--- config.mk ---
export PLATFORM = sky130hd
export DESIGN_NAME = conv_encoder_frame
export DESIGN_NICKNAME = d
export VERILOG_FILES = /design/src/rtl/conv_encoder_frame.sv
export SDC_FILE = /design/constraint.sdc
export NUM_CORES = 1
export LEC_CHECK = 0
export ABC_CLOCK_PERIOD_IN_PS = 3310
export BUFFER_PORTS_ARGS = -buffer_cell sky130_fd_sc_hd__buf_2
export CAP_MARGIN = 5
export CORE_MARGIN = 5
export CORE_UTILIZATION = 57
export DETAILED_ROUTE_END_ITERATION = 6
export PLACE_DENSITY = 0.78
export SYNTH_ARGS = -nofsm -noshare
export SYNTH_HDL_FRONTEND = slang
export SYNTH_SLANG_ARGS = --single-unit
--- constraint.sdc ---
create_clock -name clk -period 3.31 [get_ports clk]
set_input_delay 0.331 -clock clk [delete_from_list [all_inputs] [get_ports clk]]
set_output_delay 0.331 -clock clk [all_outputs]
set_load 0.01 [all_outputs]
--- src/rtl/conv_encoder_frame.sv ---
// conv_encoder_frame: rate-1/2, K=3 convolutional encoder (g0=111, g1=101).
// Loads one frame of FRAME_LEN bits on st and emits one 2-bit symbol per
// sym_valid/sym_ready handshake, LSB of the frame first.
// Optional build macro: ZERO_TAIL_EN appends two zero flush bits so the
// trellis ends in state 00. Without it the frame ends after the last data bit.
module conv_encoder_frame #(
  parameter int FRAME_LEN = 8,
  parameter int CNT_W     = 4
) (
  input  logic                 clk,
  input  logic                 rst,
  input  logic                 st,
  input  logic [FRAME_LEN-1:0] data_frame,
  input  logic                 sym_ready,
  output logic [1:0]           sym_out,
  output logic                 sym_valid,
  output logic                 busy,
  output logic                 done
);

`ifdef ZERO_TAIL_EN
  typedef enum logic [1:0] {IDLE, ENC, TAIL, DONE} state_t;
  localparam logic [CNT_W-1:0] LAST_TAIL = CNT_W'(FRAME_LEN + 1);
`else
  typedef enum logic [1:0] {IDLE, ENC, DONE} state_t;
`endif

  localparam logic [CNT_W-1:0] LAST_BIT = CNT_W'(FRAME_LEN - 1);

  state_t               state;
  logic [FRAME_LEN-1:0] frame;
  logic                 s1;
  logic                 s2;
  logic [CNT_W-1:0]     cnt;
  logic                 u;
  logic                 accept;

  // The frame register shifts right on every accepted data symbol, so the
  // current information bit is always frame[0]; tail bits are zero.
  assign u       = (state == ENC) ? frame[0] : 1'b0;
  assign accept  = sym_valid && sym_ready;
  assign sym_out = sym_valid ? {u ^ s1 ^ s2, u ^ s2} : 2'b00;

  // Frame control FSM with registered sym_valid/busy/done and encoder state.
  always_ff @(posedge clk or negedge rst) begin
    if (!rst) begin
      state     <= IDLE;
      frame     <= '0;
      s1        <= 1'b0;
      s2        <= 1'b0;
      cnt       <= '0;
      sym_valid <= 1'b0;
      busy      <= 1'b0;
      done      <= 1'b0;
    end else begin
      case (state)
        IDLE: begin
          if (st) begin
            frame     <= data_frame;
            s1        <= 1'b0;
            s2        <= 1'b0;
            cnt       <= '0;
            sym_valid <= 1'b1;
            busy      <= 1'b1;
            state     <= ENC;
          end
        end
        ENC: begin
          if (accept) begin
            s2    <= s1;
            s1    <= u;
            frame <= frame >> 1;
            cnt   <= cnt + CNT_W'(1);
            if (cnt == LAST_BIT) begin
`ifdef ZERO_TAIL_EN
              state     <= TAIL;
`else
              state     <= DONE;
              sym_valid <= 1'b0;
              done      <= 1'b1;
`endif
            end
          end
        end
`ifdef ZERO_TAIL_EN
        TAIL: begin
          if (accept) begin
            s2  <= s1;
            s1  <= 1'b0;
            cnt <= cnt + CNT_W'(1);
            if (cnt == LAST_TAIL) begin
              state     <= DONE;
              sym_valid <= 1'b0;
              done      <= 1'b1;
            end
          end
        end
`endif
        DONE: begin
          done  <= 1'b0;
          busy  <= 1'b0;
          state <= IDLE;
        end
        default: begin
          state     <= IDLE;
          sym_valid <= 1'b0;
          busy      <= 1'b0;
          done      <= 1'b0;
        end
      endcase
    end
  end

endmodule
* Word level (Yosys, flattened, before mapping)
Cells that the tools add are included.
** Operators by class
- Add/subtract/negate cells :: 1
- Equality and inequality tests :: 6
- Mux-type cells :: 25
- Bitwise operators :: 6
- Reductions and logical operators :: 8
** Operators with widths (count)
- $mux 8 :: 2
- $pmux 8 s2 :: 1
- $mux 1 :: 9
- $reduce_and 3->1 :: 3
- $mux 2 :: 4
- $mux 4 :: 2
- $pmux 1 s2 :: 4
- $pmux 4 s2 :: 1
- $add 4x1->4 const B :: 1
- $eq 4x3->1 const B :: 1
- $ne 2x2->1 const B :: 2
- $pmux 2 s2 :: 1
- $reduce_and 4->1 :: 1
- $not 1->1 :: 3
- $pmux 1 s3 :: 1
- $xor 1x1->1 :: 3
- $eq 2x1->1 const B :: 1
- $eq 2x2->1 const B :: 1
- $logic_not 2->1 :: 1
- $ne 2x1->1 const B :: 1
- $reduce_and 2->1 :: 1
- $reduce_bool 2->1 :: 1
- $logic_and 1x1->1 :: 1
** Storage, ports and cells
- Flip-flop bits (word level) :: 19
- Input bits :: 12
- Output and inout bits :: 5
- Logic and storage cells :: 54

* Depth between registers and ports, before layout
Gate-level depths: netlist (run 1).
- Depth in word-level cells :: 5
- Gate-level depth with buffers :: 6
- Depth with buffers taken out :: 4

* Worst setup path before layout (run 1)
OpenSTA, ideal clock, no wires.
- Path kind :: flip-flop to flip-flop
- From :: register sym_valid
- To :: register frame[0]
- Library setup time :: 0.125 ns
- Arrival :: 1.360 ns
- Path slack :: 1.825 ns
- Stages on the path, launching flop included :: 6
- Clock period less this slack :: 1.485 ns
- Cell sequence :: dfrtp_1 -> and4b_1 -> buf_4 -> nor2_4 -> buf_6 -> mux2_4
** Between the ends
- Word-level cells in the longest chain between the ends :: 3
** Ends and longest elaborated chain
- start: declaration :: line 16 : output logic sym_valid,
- start signal: assignment :: line 52 : sym_valid <= 1'b0;
- start signal: assignment :: line 63 : sym_valid <= 1'b1;
- start signal: assignment :: line 79 : sym_valid <= 1'b0;
- $logic_and 1x1->1 :: line 41 : assign accept = sym_valid && sym_ready;
- $ne 2x2->1 (no line)
- $reduce_and 3->1 (no line)
- end signal: assignment :: line 59 : frame <= data_frame;
- end signal: assignment :: line 72 : frame <= frame >> 1;
- end: declaration :: line 31 : logic [FRAME_LEN-1:0] frame;
No other way between the ends.
A chain may end at the register's enable or synchronous reset.

* Worst setup path after layout (run 1)
- From :: register state[0]
- To :: register frame[1]
** Between the ends
- Word-level cells in the longest chain between the ends :: 3
- Elaborated cells between the ends (all ways) :: 7
** Ends and longest elaborated chain
- start: declaration :: line 30 : state_t state;
- start signal: assignment :: line 47 : state <= IDLE;
- start signal: assignment :: line 65 : state <= ENC;
- start signal: assignment :: line 78 : state <= DONE;
- $eq 2x1->1 or $logic_not 2->1 (tied branches) :: line 56 : case (state)
- $ne 2x2->1 (no line) or $reduce_bool 2->1 (tied branches)
- $reduce_and 3->1 (no line)
Several ways; a longest one is shown, not always the timed one.

==> impl_metrics.csv, run 1 <==
group,metric,value,unit
detailed_routing,firstDrtPassIters,4,
floorplan,die-area,2650,um2
clock_tree,clkTransAtPathRegs,0.11,ns
layout,nNetsFinal,106,
power,power_density,956,nW/um2
run,maxCapViolations,0,
floorplan,core,1690,um2
clock_tree,numCtsBuffers,3,
critical_path,crit_required,3.51,ns
clock_tree,cts_resized,0,
layout,layout_common_cells,"dfrtp_1 (19), buf_2 (16), mux2_2 (11)",
clock_tree,cts_sinks,19,
floorplan,start_util,58.1,%
timing,rsz0062_at_grt,"false",
floorplan,die_w,51.5,um
timing,finalCritPeriodShare,57.4,%
power,cellLeakagePower,0.527,nW
clock_tree,clock_tree.htree_level_count,1,
critical_path,r2r_cells,3,
logic_synthesis,synth_area,982,um2
detailed_routing,vias,627,
power,ir_drop,0.377,mV
timing,tightest_slew,0.656,ns
detailed_routing,wl,1540,um
detailed_routing,routed_via_density,5.75,
grt,grt_pass1_wl,2750,um
critical_path,rr_startpoint,"state[0]",
grt,grt_usage,14.0,%
logic_synthesis,yosysWarnings,0,
critical_path,crit_path_start,"state[0]",
layout,regArea,475,um2
logic_synthesis,yosysSeqAreaShare,48.4,%
detailed_routing,drt_iter0_drc,13,
timing,period_minus_slack,1.90,ns
floorplan,die_h,51.5,um
layout,nFillCells,135,
timing,clock_skew,0.00564,ns
logic_synthesis,synth-seq-cells,19,
clock_tree,cts_tree,"done",
logic_synthesis,synth_nets,89,
timing,holdWs,0.253,ns
clock_tree,cts_root_buf,"clkbuf_4",
layout,multi_input_area,443,um2
clock_tree,clock_path_buffers,2,
worst_hold_path,hp-class,"in -> reg",
clock_tree,hold_buffers,1,
detailed_routing,ant_nets,0,
layout,area_delta_synth_final,8.79,%
grt,antenna_found_initial,0,
run_status,outcome,"complete, no violations",
floorplan,pin_count,17,
clock_tree,clk_latency,0.30,ns
layout,n_antenna_cell,0,
logic_synthesis,ys_types,25,
critical_path,r2r-end,"frame[1]",
layout,drive_above_1_share,40.2,%
timing,drv_slew,0,
placement,dpl-instance-area,1030,um2
grt,gr-total-overflow,0,
placement,io_buffers,16,
placement,gp_congestion,0.863,
critical_path,critPathKind,"reg -> reg",
placement,place_hpwl,1100,um
critical_path,crit_fanout,11,
timing,final.setup.tns,0,ns
timing,fmax,526,MHz
layout,fin_area,1070,um2
logic_synthesis,syn_inst,76,
timing,hold_viol,0,
critical_path,startpoint_type,"register",
detailed_routing,wl_per_cell,14.1,um
timing,slew_headroom,56.2,%
critical_path,setup.worst_path.end,"frame[1]",
logic_synthesis,syn_area_per_cell,12.9,um2
timing,finalSetupViolations,0,
critical_path,end_kind,"register",
clock_tree,cts_setup_buffers,0,
layout,final_common_cell,"dfrtp_1",
grt,grt_pass1_vias,590,
grt,grt_start_max_net_pins,20,
detailed_routing,route.detailed.drc,0,
floorplan,placementRows,15,
critical_path,arrival,2.10,ns
critical_path,rrSetupSlack,1.41,ns
==> through the flow <==
step / setup WS (ns) / util (%) / instances / total power, mW
2_1_floorplan: 1.82 / - / 76 / 0.843
3_3_place_gp: 1.46 / 61.0 / 104 / 0.897
3_5_place_dp: 1.41 / 61.0 / 104 / 0.915
4_1_cts: 1.39 / 63.3 / 109 / 1.03
5_1_grt: 1.26 / 63.3 / 109 / 1.11
6_report: 1.41 / 63.3 / 109 / 1.02
==> state kept, by name, indices dropped and copies added (netlist names) <==
name	flops
frame	8
s2	1
sym_valid	1
done	1
state	2
s1	1
busy	1
cnt	4
==> kinds of logic after synthesis <==
group | Yosys count | share of synthesized area (%)
xor+xnor | 2 | 3.31
fa+ha+maj | 1 | 1.27
mux | 15 | 18.7
compound gates | 12 | 8.92
buf+inv | 8 | 6.50
simple gates | 19 | 12.9
flops | 19 | 48.4
==> critical path, stage by stage, from the launching register on <==
cell,delay [ns]
dfrtp_1,0.53
nor2b_1,0.59
mux2_2,0.41
mux2_4,0.27
==> cell type report <==
cell class	instances	share of cell area, %
well taps	17	1.99
clock inverters	1	0.468
multi-input cells	49	41.5
repair buffers	17	8.43
flip-flops and latches	19	44.5
clock buffers	3	2.11
inverters	3	1.05
==> cell usage after synthesis (all sizes together) <==
master / count / area, um2
inv: 3 / 11.3
nor3b: 2 / 20.0
buf: 5 / 52.6
and3: 1 / 6.26
nand3: 2 / 10.0
nor2: 6 / 30.0
xor2: 1 / 8.76
nand3b: 2 / 15.0
nor2b: 2 / 12.5
xor3: 1 / 23.8
dfrtp: 19 / 475
and4b: 1 / 10.0
mux2: 15 / 184
a211o: 1 / 8.76
o22ai: 3 / 18.8
ha: 1 / 12.5
a21o: 2 / 15.0
a22o: 4 / 35.0
nor3: 1 / 5.00
a21oi: 2 / 10.0
nand4b: 2 / 17.5
==> per-layer routing <==
layer / share of wire, % / vias to the layer above / global-route usage [%]
li1: - / 309 / -
met1: 49 / 302 / 19.1
met2: 44 / 12 / 19.7
met3: 5.1 / 4 / 4.87
met4: 1.8 / 0 / 6.55
met5: 0 / - / 0
==> power by group <==
group	leakage, nW	total (mW)	switching (mW)	internal, mW
clock	0.0177	0.116	0.0712	0.0451
sequential	0.231	0.415	0.0838	0.331
combinational	0.278	0.491	0.200	0.291
==> worst min-delay path by stage <==
stage	from	to	depth (start not counted)
after global routing	data_frame[7]	frame[7]	2
after floorplan	rst	busy	0
after CTS	data_frame[7]	frame[7]	2
after global placement	rst	sym_valid	1
final	data_frame[7]	frame[7]	2
after detailed placement	rst	busy	1
No activity file was read; power rests on OpenSTA's default activity.
==> inputs of run 2 (changes only) <==
==> config.mk (replaced) <==
export PLATFORM = sky130hd
export DESIGN_NAME = conv_encoder_frame
export DESIGN_NICKNAME = d
export VERILOG_FILES = /design/src/rtl/conv_encoder_frame.sv
export SDC_FILE = /design/constraint.sdc
export NUM_CORES = 1
export LEC_CHECK = 0
export ABC_AREA = 1
export ABC_CLOCK_PERIOD_IN_PS = 2000
export BUFFER_PORTS_ARGS = -buffer_cell sky130_fd_sc_hd__buf_2
export CAP_MARGIN = 5
export CORE_MARGIN = 5
export CORE_UTILIZATION = 53
export DETAILED_ROUTE_END_ITERATION = 6
export PLACE_DENSITY = 0.73
export SYNTH_ARGS = -nofsm -noshare
export SYNTH_HDL_FRONTEND = slang
export SYNTH_SLANG_ARGS = --single-unit
==> constraint.sdc (replaced) <==
create_clock -name clk -period 2 [get_ports clk]
set_input_delay 0.2 -clock clk [delete_from_list [all_inputs] [get_ports clk]]
set_output_delay 0.2 -clock clk [all_outputs]
set_load 0.01 [all_outputs]
==> impl_metrics.csv, run 2 <==
group,metric,value,unit
detailed_routing,drt_iter0_drc,22,
clock_tree,cts_tree,"done",
clock_tree,clock_tree.htree_level_count,1,
logic_synthesis,synth_nets,140,
placement,gp_congestion,0.793,
timing,hold_viol,0,
logic_synthesis,synth-seq-cells,19,
run,maxCapViolations,0,
logic_synthesis,yosysWarnings,0,
power,power_density,1470,nW/um2
layout,multi_input_area,458,um2
critical_path,crit_chain,"inv_2 -> nand3_1 -> nand2_1 -> nand3_1 -> nand2_1 -> nor2_1 -> buf_2",
power,ir_drop,0.693,mV
clock_tree,cts_resized,0,
grt,antenna_found_initial,0,
clock_tree,cts_root_buf,"clkbuf_4",
logic_synthesis,synth_area,997,um2
detailed_routing,wl,1950,um
logic_synthesis,synth_common_cells,"nand2_1 (63), dfrtp_1 (19), nor2_1 (8)",
logic_synthesis,synth-main-ff-cell,"dfrtp_1",
logic_synthesis,synth_top_area_share,47.7,%
critical_path,max_stage_delay,0.50,ns
grt,grt_pass1_vias,811,
layout,nNetsFinal,159,
floorplan,pin_count,17,
layout,instances_no_fill,170,
run_status,outcome,"complete, no violations",
layout,top_register,"frame",
layout,layout_common_cells,"nand2_1 (63), dfrtp_1 (19), buf_2 (16)",
timing,finalCritPeriodShare,83.3,%
logic_synthesis,ys_types,21,
clock_tree,cts_sinks,19,
critical_path,rrSetupSlack,0.62,ns
critical_path,startpoint_type,"register",
timing,final.setup.tns,0,ns
critical_path,arrival,1.47,ns
timing,clock_skew,0.00130,ns
logic_synthesis,synthArstFlopShare,100,%
power,total_power,1.64,mW
placement,place_hpwl,1450,um
clock_tree,numCtsBuffers,3,
timing,holdWs,0.112,ns
floorplan,die_h,53.4,um
floorplan,die_w,53.4,um
detailed_routing,routed_via_density,4.99,
worst_hold_path,hp-class,"in -> reg",
layout,nFillCells,170,
timing,drv_slew,0,
critical_path,crit_required,1.80,ns
critical_path,crit_path_top_delay_cell,"dfrtp_1",
grt,gr-total-overflow,0,
detailed_routing,vias,848,
timing,period_minus_slack,1.67,ns
detailed_routing,ant_nets,0,
logic_synthesis,syn_area_per_cell,7.85,um2
layout,area_delta_synth_final,12.2,%
critical_path,crit_fanout,5,
grt,grt_usage,17.1,%
logic_synthesis,syn_inst,127,
floorplan,placementRows,15,
layout,drive_above_1_share,21.4,%
clock_tree,clock_path_buffers,2,
clock_tree,clk_latency,0.29,ns
timing,rsz0062_at_grt,"false",
logic_synthesis,synth_area_leaders,"dfrtp_1 (48%), nand2_1 (24%), o21ai_2 (3.5%), nand3_1 (3.0%), nor2_1 (3.0%)",
detailed_routing,firstDrtPassIters,4,
layout,regArea,475,um2
grt,grt_pass1_wl,3440,um
logic_synthesis,synth_edf_count,0,
logic_synthesis,yosysTopAreaCell,"dfrtp_1",
timing,finalSetupViolations,0,
layout,reg_top3,"frame (8), cnt (4), state (2)",
placement,placedCellCount,165,
layout,final_common_cell,"nand2_1",
floorplan,core,1760,um2
placement,io_buffers,16,
grt,grt_start_max_net_pins,20,
layout,n_antenna_cell,0,
detailed_routing,route.detailed.drc,0,
power,cellLeakagePower,0.611,nW
timing,tightest_slew,0.418,ns
timing,fmax,600,MHz
clock_tree,clkTransAtPathRegs,0.10,ns
floorplan,start_util,56.5,%
critical_path,critPathKind,"reg -> out",
layout,largest_register_ffs,8,
logic_synthesis,yosysMostFrequentCell,"nand2_1",
floorplan,die-area,2850,um2
detailed_routing,wl_per_cell,11.5,um
logic_synthesis,yosysSeqAreaShare,47.7,%
critical_path,end_kind,"output pin",
timing,slew_headroom,72.1,%
run 2: cell count changes after synthesis, moves of 4 or more:
cell,previous run,this run
o21ai_2,0,4
inv_1,3,7
mux2_4,4,0
nand2_1,0,63
mux2_2,11,0
nand3_1,2,6
a22o_1,4,0
run 2: layout make-up:
type | count | area share, %
inverters | 10 | 3.36
flip-flops and latches | 19 | 42.5
repair buffers | 17 | 8.05
multi-input cells | 95 | 40.9
well taps | 25 | 2.80
clock buffers | 4 | 2.35
run 2: cells by family (layout without fill, tap and decap cells):
logic type / Yosys count / in the layout / synth area share [%]
AND/OR/NAND/NOR: 83 / 83 / 36.6
flip-flops: 19 / 19 / 47.7
buffers and inverters: 13 / 31 / 6.40
AO/OA/AOI/OAI: 10 / 10 / 7.15
adder cells (fa/ha/maj): 1 / 1 / 1.25
XOR/XNOR: 1 / 1 / 0.878
run 2: report_power, final:
part | internal, mW | switching [mW]
clock | 0.0776 | 0.114
combinational | 0.283 | 0.514
sequential | 0.535 | 0.117
run 2: path summary, 6_finish.rpt:
check                                   to           from  cells past startpoint
worst max-delay path            sym_out[1]       state[1]                      7
worst min-delay path              frame[7]  data_frame[7]                      3
worst max register to register      cnt[0]       state[1]                      5
worst min register to register    frame[3]       frame[3]                      2
max in group asynchronous         frame[2]            rst                      2
min in group asynchronous           cnt[1]            rst                      2
run 2: repair_timing:
item,in CTS,in global routing
setup buffers,0,0
hold endpoints to repair,19,0
hold buffers,1,0
run 2: critical path, delay by kind of cell (launching register included):
kind	cells	cell delay, ns
simple gates	5	0.42
buf+inv	2	0.24
flops	1	0.50
run 2: per-stage QoR:
step | worst slack (ns) | utilization (%) | cell area, um2
6_report | 0.334 | 63.4 | 1120
5_1_grt | 0.190 | 63.4 | 1120
4_1_cts | 0.316 | 63.4 | 1120
3_5_place_dp | 0.654 | 61.3 | 1080
3_3_place_gp | 0.669 | 61.3 | 1080
2_1_floorplan | 0.771 | - | 997
run 2: routing by layer:
metal	up-vias	part of all wire, %	GRT usage (%)
met1	388	44	20.8
li1	430	-	-
met4	0	1.7	9.36
met3	4	6.2	3.38
met2	26	48	28.0
met5	-	0	0
